--- config.mk ---
export PLATFORM = sky130hd
export DESIGN_NAME = ram_port_arbiter_flat
export DESIGN_NICKNAME = d
export VERILOG_FILES = /design/src/rtl/ram_port_arbiter_if.sv /design/src/rtl/ram_port_arbiter.sv /design/src/flat_wrapper.sv
export SDC_FILE = /design/constraint.sdc
export NUM_CORES = 1
export LEC_CHECK = 0
export BUFFER_PORTS_ARGS = -buffer_cell sky130_fd_sc_hd__buf_2
export CORE_AREA = 2 2 118 120
export CTS_CLUSTER_DIAMETER = 150
export DETAILED_ROUTE_END_ITERATION = 10
export DIE_AREA = 0 0 120 122
export PLACE_DENSITY = 0.58
export SYNTH_ARGS = -nofsm -noshare
export SYNTH_HDL_FRONTEND = slang
export SYNTH_SLANG_ARGS = --single-unit
--- constraint.sdc ---
create_clock -name clk_i -period 2.7 [get_ports clk_i]
set_input_delay 0.54 -clock clk_i [delete_from_list [all_inputs] [get_ports clk_i]]
set_output_delay 0.54 -clock clk_i [all_outputs]
set_load 0.05 [all_outputs]
--- src/rtl/ram_port_arbiter_if.sv ---
// Bus bundle for ram_port_arbiter: CPU port, DMA port and RAM-bank side.
// The slave modport is the arbiter's view; master is the surrounding system.
interface ram_port_arbiter_if #(
    parameter int ADDR_WIDTH = 32,
    parameter int DATA_WIDTH = 32
);
    logic                  cpu_req_i;
    logic [ADDR_WIDTH-1:0] cpu_addr_i;
    logic [DATA_WIDTH-1:0] cpu_data_i;
    logic [3:0]            cpu_we_i;
    logic                  cpu_stall_o;
    logic [DATA_WIDTH-1:0] cpu_data_o;

    logic                  dma_req_i;
    logic [ADDR_WIDTH-1:0] dma_addr_i;
    logic [DATA_WIDTH-1:0] dma_data_i;
    logic [3:0]            dma_we_i;
    logic                  dma_gnt_o;
    logic                  dma_ack_o;
    logic [DATA_WIDTH-1:0] dma_data_o;

    logic                  mem_cs_n_o;
    logic [ADDR_WIDTH-1:0] mem_addr_o;
    logic [3:0]            mem_we_n_o;
    logic [DATA_WIDTH-1:0] mem_data_o;
    logic [DATA_WIDTH-1:0] mem_data_i;

    modport slave (
        input  cpu_req_i, cpu_addr_i, cpu_data_i, cpu_we_i,
        output cpu_stall_o, cpu_data_o,
        input  dma_req_i, dma_addr_i, dma_data_i, dma_we_i,
        output dma_gnt_o, dma_ack_o, dma_data_o,
        output mem_cs_n_o, mem_addr_o, mem_we_n_o, mem_data_o,
        input  mem_data_i
    );

    modport master (
        output cpu_req_i, cpu_addr_i, cpu_data_i, cpu_we_i,
        input  cpu_stall_o, cpu_data_o,
        output dma_req_i, dma_addr_i, dma_data_i, dma_we_i,
        input  dma_gnt_o, dma_ack_o, dma_data_o,
        input  mem_cs_n_o, mem_addr_o, mem_we_n_o, mem_data_o,
        output mem_data_i
    );
endinterface

--- src/rtl/ram_port_arbiter.sv ---
// Shares the byte-banked single-port RAM between the CPU (default priority)
// and a DMA master, with a starvation timeout and a bounded DMA burst.
module ram_port_arbiter #(
    parameter int ADDR_WIDTH = 32,
    parameter int DATA_WIDTH = 32,
    parameter int MAX_WAIT   = 4,
    parameter int MAX_BURST  = 8
) (
    input logic              clk_i,
    input logic              rst_i,
    ram_port_arbiter_if.slave bus
);
    localparam int WAIT_W  = $clog2(MAX_WAIT + 1);
    localparam int BURST_W = $clog2(MAX_BURST + 1);

    localparam logic [0:0] ST_CPU = 1'b0;
    localparam logic [0:0] ST_DMA = 1'b1;

    localparam logic [1:0] OWN_NONE = 2'd0;
    localparam logic [1:0] OWN_CPU  = 2'd1;
    localparam logic [1:0] OWN_DMA  = 2'd2;

    logic [0:0]            state_q;
    logic [WAIT_W-1:0]     wait_cnt_q;
    logic [BURST_W-1:0]    burst_cnt_q;
    logic [1:0]            owner_q;
    logic [DATA_WIDTH-1:0] cpu_data_q;
    logic                  dma_grant;
    logic                  cpu_grant;

    // Grants are suppressed during reset so nothing reaches the RAM and no ack follows.
    always_comb begin
        dma_grant = 1'b0;
        if (!rst_i && bus.dma_req_i) begin
            if (state_q == ST_DMA)
                dma_grant = !bus.cpu_req_i || (burst_cnt_q < BURST_W'(MAX_BURST));
            else
                dma_grant = !bus.cpu_req_i || (wait_cnt_q == WAIT_W'(MAX_WAIT));
        end
        cpu_grant = !rst_i && bus.cpu_req_i && !dma_grant;
    end

    always_comb begin
        bus.mem_cs_n_o = !(dma_grant || cpu_grant);
        bus.mem_addr_o = dma_grant ? bus.dma_addr_i : bus.cpu_addr_i;
        bus.mem_data_o = dma_grant ? bus.dma_data_i : bus.cpu_data_i;
        if (dma_grant)
            bus.mem_we_n_o = ~bus.dma_we_i;
        else if (cpu_grant)
            bus.mem_we_n_o = ~bus.cpu_we_i;
        else
            bus.mem_we_n_o = '1;
    end

    always_comb begin
        bus.cpu_stall_o = !rst_i && bus.cpu_req_i && !cpu_grant;
        bus.dma_gnt_o   = dma_grant;
        bus.dma_ack_o   = !rst_i && (owner_q == OWN_DMA);
        bus.dma_data_o  = bus.dma_ack_o ? bus.mem_data_i : '0;
        if (rst_i)
            bus.cpu_data_o = '0;
        else if (owner_q == OWN_CPU)
            bus.cpu_data_o = bus.mem_data_i;
        else
            bus.cpu_data_o = cpu_data_q;
    end

    always_ff @(posedge clk_i) begin
        if (rst_i) begin
            state_q     <= ST_CPU;
            wait_cnt_q  <= '0;
            burst_cnt_q <= '0;
            owner_q     <= OWN_NONE;
            cpu_data_q  <= '0;
        end else begin
            if (dma_grant)
                owner_q <= OWN_DMA;
            else if (cpu_grant)
                owner_q <= OWN_CPU;
            else
                owner_q <= OWN_NONE;

            if (owner_q == OWN_CPU)
                cpu_data_q <= bus.mem_data_i;

            // Burst length only advances while the CPU is contending; otherwise it holds.
            if (dma_grant) begin
                state_q <= ST_DMA;
                if (bus.cpu_req_i) begin
                    if (state_q != ST_DMA)
                        burst_cnt_q <= BURST_W'(1);
                    else if (burst_cnt_q < BURST_W'(MAX_BURST))
                        burst_cnt_q <= burst_cnt_q + BURST_W'(1);
                end
            end else begin
                state_q     <= ST_CPU;
                burst_cnt_q <= '0;
            end

            if (bus.dma_req_i && !dma_grant) begin
                if (wait_cnt_q < WAIT_W'(MAX_WAIT))
                    wait_cnt_q <= wait_cnt_q + WAIT_W'(1);
            end else begin
                wait_cnt_q <= '0;
            end
        end
    end
endmodule

--- src/flat_wrapper.sv ---
// flat-port wrapper written by rule: the top's interface ports become plain ports
module ram_port_arbiter_flat 
#(
    parameter int ADDR_WIDTH = 32,
    parameter int DATA_WIDTH = 32,
    parameter int MAX_WAIT   = 4,
    parameter int MAX_BURST  = 8
)
  (clk_i, rst_i, bus_cpu_req_i, bus_cpu_addr_i, bus_cpu_data_i, bus_cpu_we_i, bus_cpu_stall_o, bus_cpu_data_o, bus_dma_req_i, bus_dma_addr_i, bus_dma_data_i, bus_dma_we_i, bus_dma_gnt_o, bus_dma_ack_o, bus_dma_data_o, bus_mem_cs_n_o, bus_mem_addr_o, bus_mem_we_n_o, bus_mem_data_o, bus_mem_data_i);
  ram_port_arbiter_if #(.ADDR_WIDTH(ADDR_WIDTH), .DATA_WIDTH(DATA_WIDTH)) bus_i ();
  input logic clk_i;
  input logic rst_i;
  input wire logic [$bits(bus_i.cpu_req_i)-1:0] bus_cpu_req_i;
  input wire logic [$bits(bus_i.cpu_addr_i)-1:0] bus_cpu_addr_i;
  input wire logic [$bits(bus_i.cpu_data_i)-1:0] bus_cpu_data_i;
  input wire logic [$bits(bus_i.cpu_we_i)-1:0] bus_cpu_we_i;
  output wire logic [$bits(bus_i.cpu_stall_o)-1:0] bus_cpu_stall_o;
  output wire logic [$bits(bus_i.cpu_data_o)-1:0] bus_cpu_data_o;
  input wire logic [$bits(bus_i.dma_req_i)-1:0] bus_dma_req_i;
  input wire logic [$bits(bus_i.dma_addr_i)-1:0] bus_dma_addr_i;
  input wire logic [$bits(bus_i.dma_data_i)-1:0] bus_dma_data_i;
  input wire logic [$bits(bus_i.dma_we_i)-1:0] bus_dma_we_i;
  output wire logic [$bits(bus_i.dma_gnt_o)-1:0] bus_dma_gnt_o;
  output wire logic [$bits(bus_i.dma_ack_o)-1:0] bus_dma_ack_o;
  output wire logic [$bits(bus_i.dma_data_o)-1:0] bus_dma_data_o;
  output wire logic [$bits(bus_i.mem_cs_n_o)-1:0] bus_mem_cs_n_o;
  output wire logic [$bits(bus_i.mem_addr_o)-1:0] bus_mem_addr_o;
  output wire logic [$bits(bus_i.mem_we_n_o)-1:0] bus_mem_we_n_o;
  output wire logic [$bits(bus_i.mem_data_o)-1:0] bus_mem_data_o;
  input wire logic [$bits(bus_i.mem_data_i)-1:0] bus_mem_data_i;
  assign bus_i.cpu_req_i = bus_cpu_req_i;
  assign bus_i.cpu_addr_i = bus_cpu_addr_i;
  assign bus_i.cpu_data_i = bus_cpu_data_i;
  assign bus_i.cpu_we_i = bus_cpu_we_i;
  assign bus_cpu_stall_o = bus_i.cpu_stall_o;
  assign bus_cpu_data_o = bus_i.cpu_data_o;
  assign bus_i.dma_req_i = bus_dma_req_i;
  assign bus_i.dma_addr_i = bus_dma_addr_i;
  assign bus_i.dma_data_i = bus_dma_data_i;
  assign bus_i.dma_we_i = bus_dma_we_i;
  assign bus_dma_gnt_o = bus_i.dma_gnt_o;
  assign bus_dma_ack_o = bus_i.dma_ack_o;
  assign bus_dma_data_o = bus_i.dma_data_o;
  assign bus_mem_cs_n_o = bus_i.mem_cs_n_o;
  assign bus_mem_addr_o = bus_i.mem_addr_o;
  assign bus_mem_we_n_o = bus_i.mem_we_n_o;
  assign bus_mem_data_o = bus_i.mem_data_o;
  assign bus_i.mem_data_i = bus_mem_data_i;
  ram_port_arbiter #(.ADDR_WIDTH(ADDR_WIDTH), .DATA_WIDTH(DATA_WIDTH), .MAX_WAIT(MAX_WAIT), .MAX_BURST(MAX_BURST)) u_core (.clk_i(clk_i), .rst_i(rst_i), .bus(bus_i));
endmodule
==> metrics.cfg <==
[timing]
rsz0062_at_grt = yes
slew_violations = 0
slew-limit-headroom = 0.796
period_minus_slack_ns = 2.66
period_share = 0.986
finalHoldViolCount = 0
clock_skew_ns = 0.00656
fmax_ghz = 0.376
setup_viol = 0
worst_pin_slew_ns = 0.306

[synth]
synth_xor_area_frac = 0.00332
ys_warn_count = 0
yosys.area_share.simple = 0.233
syn_nets = 478
synth_compound_area_frac = 0.0907
seq_area_frac_synth = 0.311
synth_adder_area_share = 0.0142
synth_top_family_by_area = multiplexers
synth_area_mm2 = 0.00264
synth.distinct_cells = 30
synth_mux_area_frac = 0.292
netlist_instances = 303
syn_area_per_cell_um2 = 8.70
synth-seq-cells = 41

[pwr]
pwr_density_cell_mw_per_mm2 = 445
power_mw = 2.08
irDropWorstVdd_v = 0.000273
power_leakage_nw = 2.43

[drt]
viasPerCell = 4.13
dr.pass1.iters = 4
wl_mm = 11.0
drt-wirelength-per-cell_um = 13.8
postRouteAntennaNets = 0
drc = 0
num_vias = 3298
drtIter0Drc = 69

[floorplanning]
die_x_um = 120
num_io_pins = 308
start_util = 0.195
die-area_mm2 = 0.0146
design.core.area_mm2 = 0.0135
row_count = 43
fp.dieH_um = 122

[cells_and_area]
antenna_cells = 0
nets = 793
synthToLayoutAreaGrowth_pct = 77.7
final_util = 0.347
layout-drive-gt1-share = 0.599

[run_status]
status = finished, final reports clean

[critical_path]
cp_slowest_cell = mux2_2
crit_type = reg -> out
slowest_delay_ns = 0.40
worstPathArrival_ns = 2.12
path_buf_inv = 4
required_ns = 2.16
critPathLaunchType = flip-flop
crit_chain = inv_1 > ha_1 > nand3b_1 > a31oi_4 > buf_4 > clkbuf_16 > mux2_2 > clkbuf_4
crit_fanout = 7
crit_path_end_kind = primary output
path_delay_family = buffers and inverters

[placed_design]
portBuffers = 307
hpwl_mm = 9.31
gp_congestion = 0.783

[clock_tree]
numCtsBuffers = 5
cts_sinks = 41
cts_buffer_depth = 2
cts-hold-fix-buffers = 0
htree_levels = 2
clk_pin_slew_ns = 0.06
clock-root-buffer = clkbuf_16
clk_latency_ns = 0.28
cts_tree = built

[global_routing]
antenna_found_initial = 0
grt_pass1_vias = 2979
grt_pass1_wl_mm = 15.3
grt_overflow = 0
grt_max_degree = 30
grt_use_total = 0.133

[hold_path]
hold_path.class = reg -> reg

[job]
drv_cap = 0

-- routing by layer --
layer	GRT usage	share of wire	up-vias	routed length [um]
met4	0.0353	0.016	0	182
met2	0.249	0.50	170	5520
met5	0	0	-	0
met3	0.0318	0.082	11	906
li1	-	-	1647	-
met1	0.150	0.40	1470	4430
-- stage by stage --
step	instance area [um2]	TNS, ns	hold WS (ns)	setup WS, ns	std cells
2_1_floorplan	2640	-0.902	0.468	-0.225	303
3_3_place_gp	4410	0	0.444	0.147	782
3_5_place_dp	4410	0	0.448	0.137	782
4_1_cts	4550	0	0.459	0.00339	790
5_1_grt	4680	-0.451	0.480	-0.0318	799
6_report	4680	0	0.455	0.0388	799
-- placed cells by master (no fill, tap or decap), types with 4 or more instances in the layout --
cell / Yosys / layout
nor2_1: 4 / 4
clkbuf_16: 0 / 7
nor2b_1: 6 / 5
buf_2: 1 / 301
nand2b_1: 5 / 5
mux2_1: 37 / 37
mux2i_1: 5 / 5
nand2_1: 65 / 65
and2_1: 37 / 37
buf_4: 0 / 22
a21oi_1: 34 / 34
dfxtp_1: 41 / 40
mux2_2: 27 / 27
-- Yosys cell counts --
master     count  area share
nand2b_1       5       0.012
a32oi_1        1      0.0033
clkbuf_1      14       0.020
o211a_1        1      0.0038
nand3_1        1      0.0019
o21bai_1       1      0.0029
or3_1          1      0.0024
nor2b_1        6       0.014
and2_1        37       0.088
nand4bb_1      1      0.0043
a21bo_2        1      0.0038
a21oi_1       34       0.065
a31oi_1        1      0.0024
nand2b_2       1      0.0033
mux2_1        37        0.16
nand2_1       65       0.093
a31oi_4        1      0.0081
buf_6          7       0.030
o21ai_0        1      0.0019
nand3b_1       1      0.0029
and3b_1        1      0.0033
nor2_1         4      0.0057
buf_2          1      0.0019
ha_1           3       0.014
nor3b_1        1      0.0029
mux2i_1        5       0.019
inv_1          2      0.0029
xor2_1         1      0.0033
dfxtp_1       41        0.31
mux2_2        27        0.12
-- report_power, final --
part | total [mW] | internal (mW) | switching, mW | leakage [nW]
logic | 0.864 | 0.277 | 0.587 | 2.02
registers | 0.638 | 0.630 | 0.00824 | 0.334
clock network | 0.582 | 0.339 | 0.243 | 0.0696
total | 2.08 | 1.25 | 0.838 | 2.43
-- kinds of logic (layout without fill, tap and decap cells) --
group	after synthesis	in the layout
xor+xnor	1	1
mux	69	69
fa+ha+maj	3	3
flops	41	41
buf+inv	24	340
compound gates	41	41
simple gates	124	124
-- tightest hold or removal path, delay by kind of cell, from the launching register on --
kind	cells	cell delay (ns)
DFF	1	0.30
and+or+nand+nor	1	0.04
AOI/OAI and AO/OA	1	0.06
-- path summary, 6_finish.rpt --
kind,depth (start not counted),end,start,slack [ns]
worst max register to register,8,u_core.owner_q[0],u_core.wait_cnt_q[0],1.08
worst min-delay path,2,u_core.cpu_data_q[0],u_core.cpu_data_q[0],0.46
worst max-delay path,8,bus_mem_data_o[17],u_core.wait_cnt_q[0],0.04
worst min register to register,2,u_core.cpu_data_q[0],u_core.cpu_data_q[0],0.46
-- cell type report --
class	count	area (um2)
flip-flops and latches	41	822
clock inverters	3	17.5
inverters	2	7.51
repair buffers	330	1810
fillers	1471	8820
clock buffers	5	125
multi-input cells	238	1680
well taps	180	225
-- flip-flops by register name, summed over array words and instances (netlist names) --
register            cells
u_core.burst_cnt_q      4
u_core.cpu_data_q      32
u_core.owner_q          2
u_core.wait_cnt_q       3
-- what timing repair did --
| action | 4_1_cts | 5_1_grt |
|---|---|---|
| endpoints found under the setup margin | 0 | 56 |
| gates resized for setup | 0 | 14 |
| setup buffers | 0 | 7 |
| endpoints found under the hold margin | 0 | 0 |
Power figures use the tool's default switching activity.
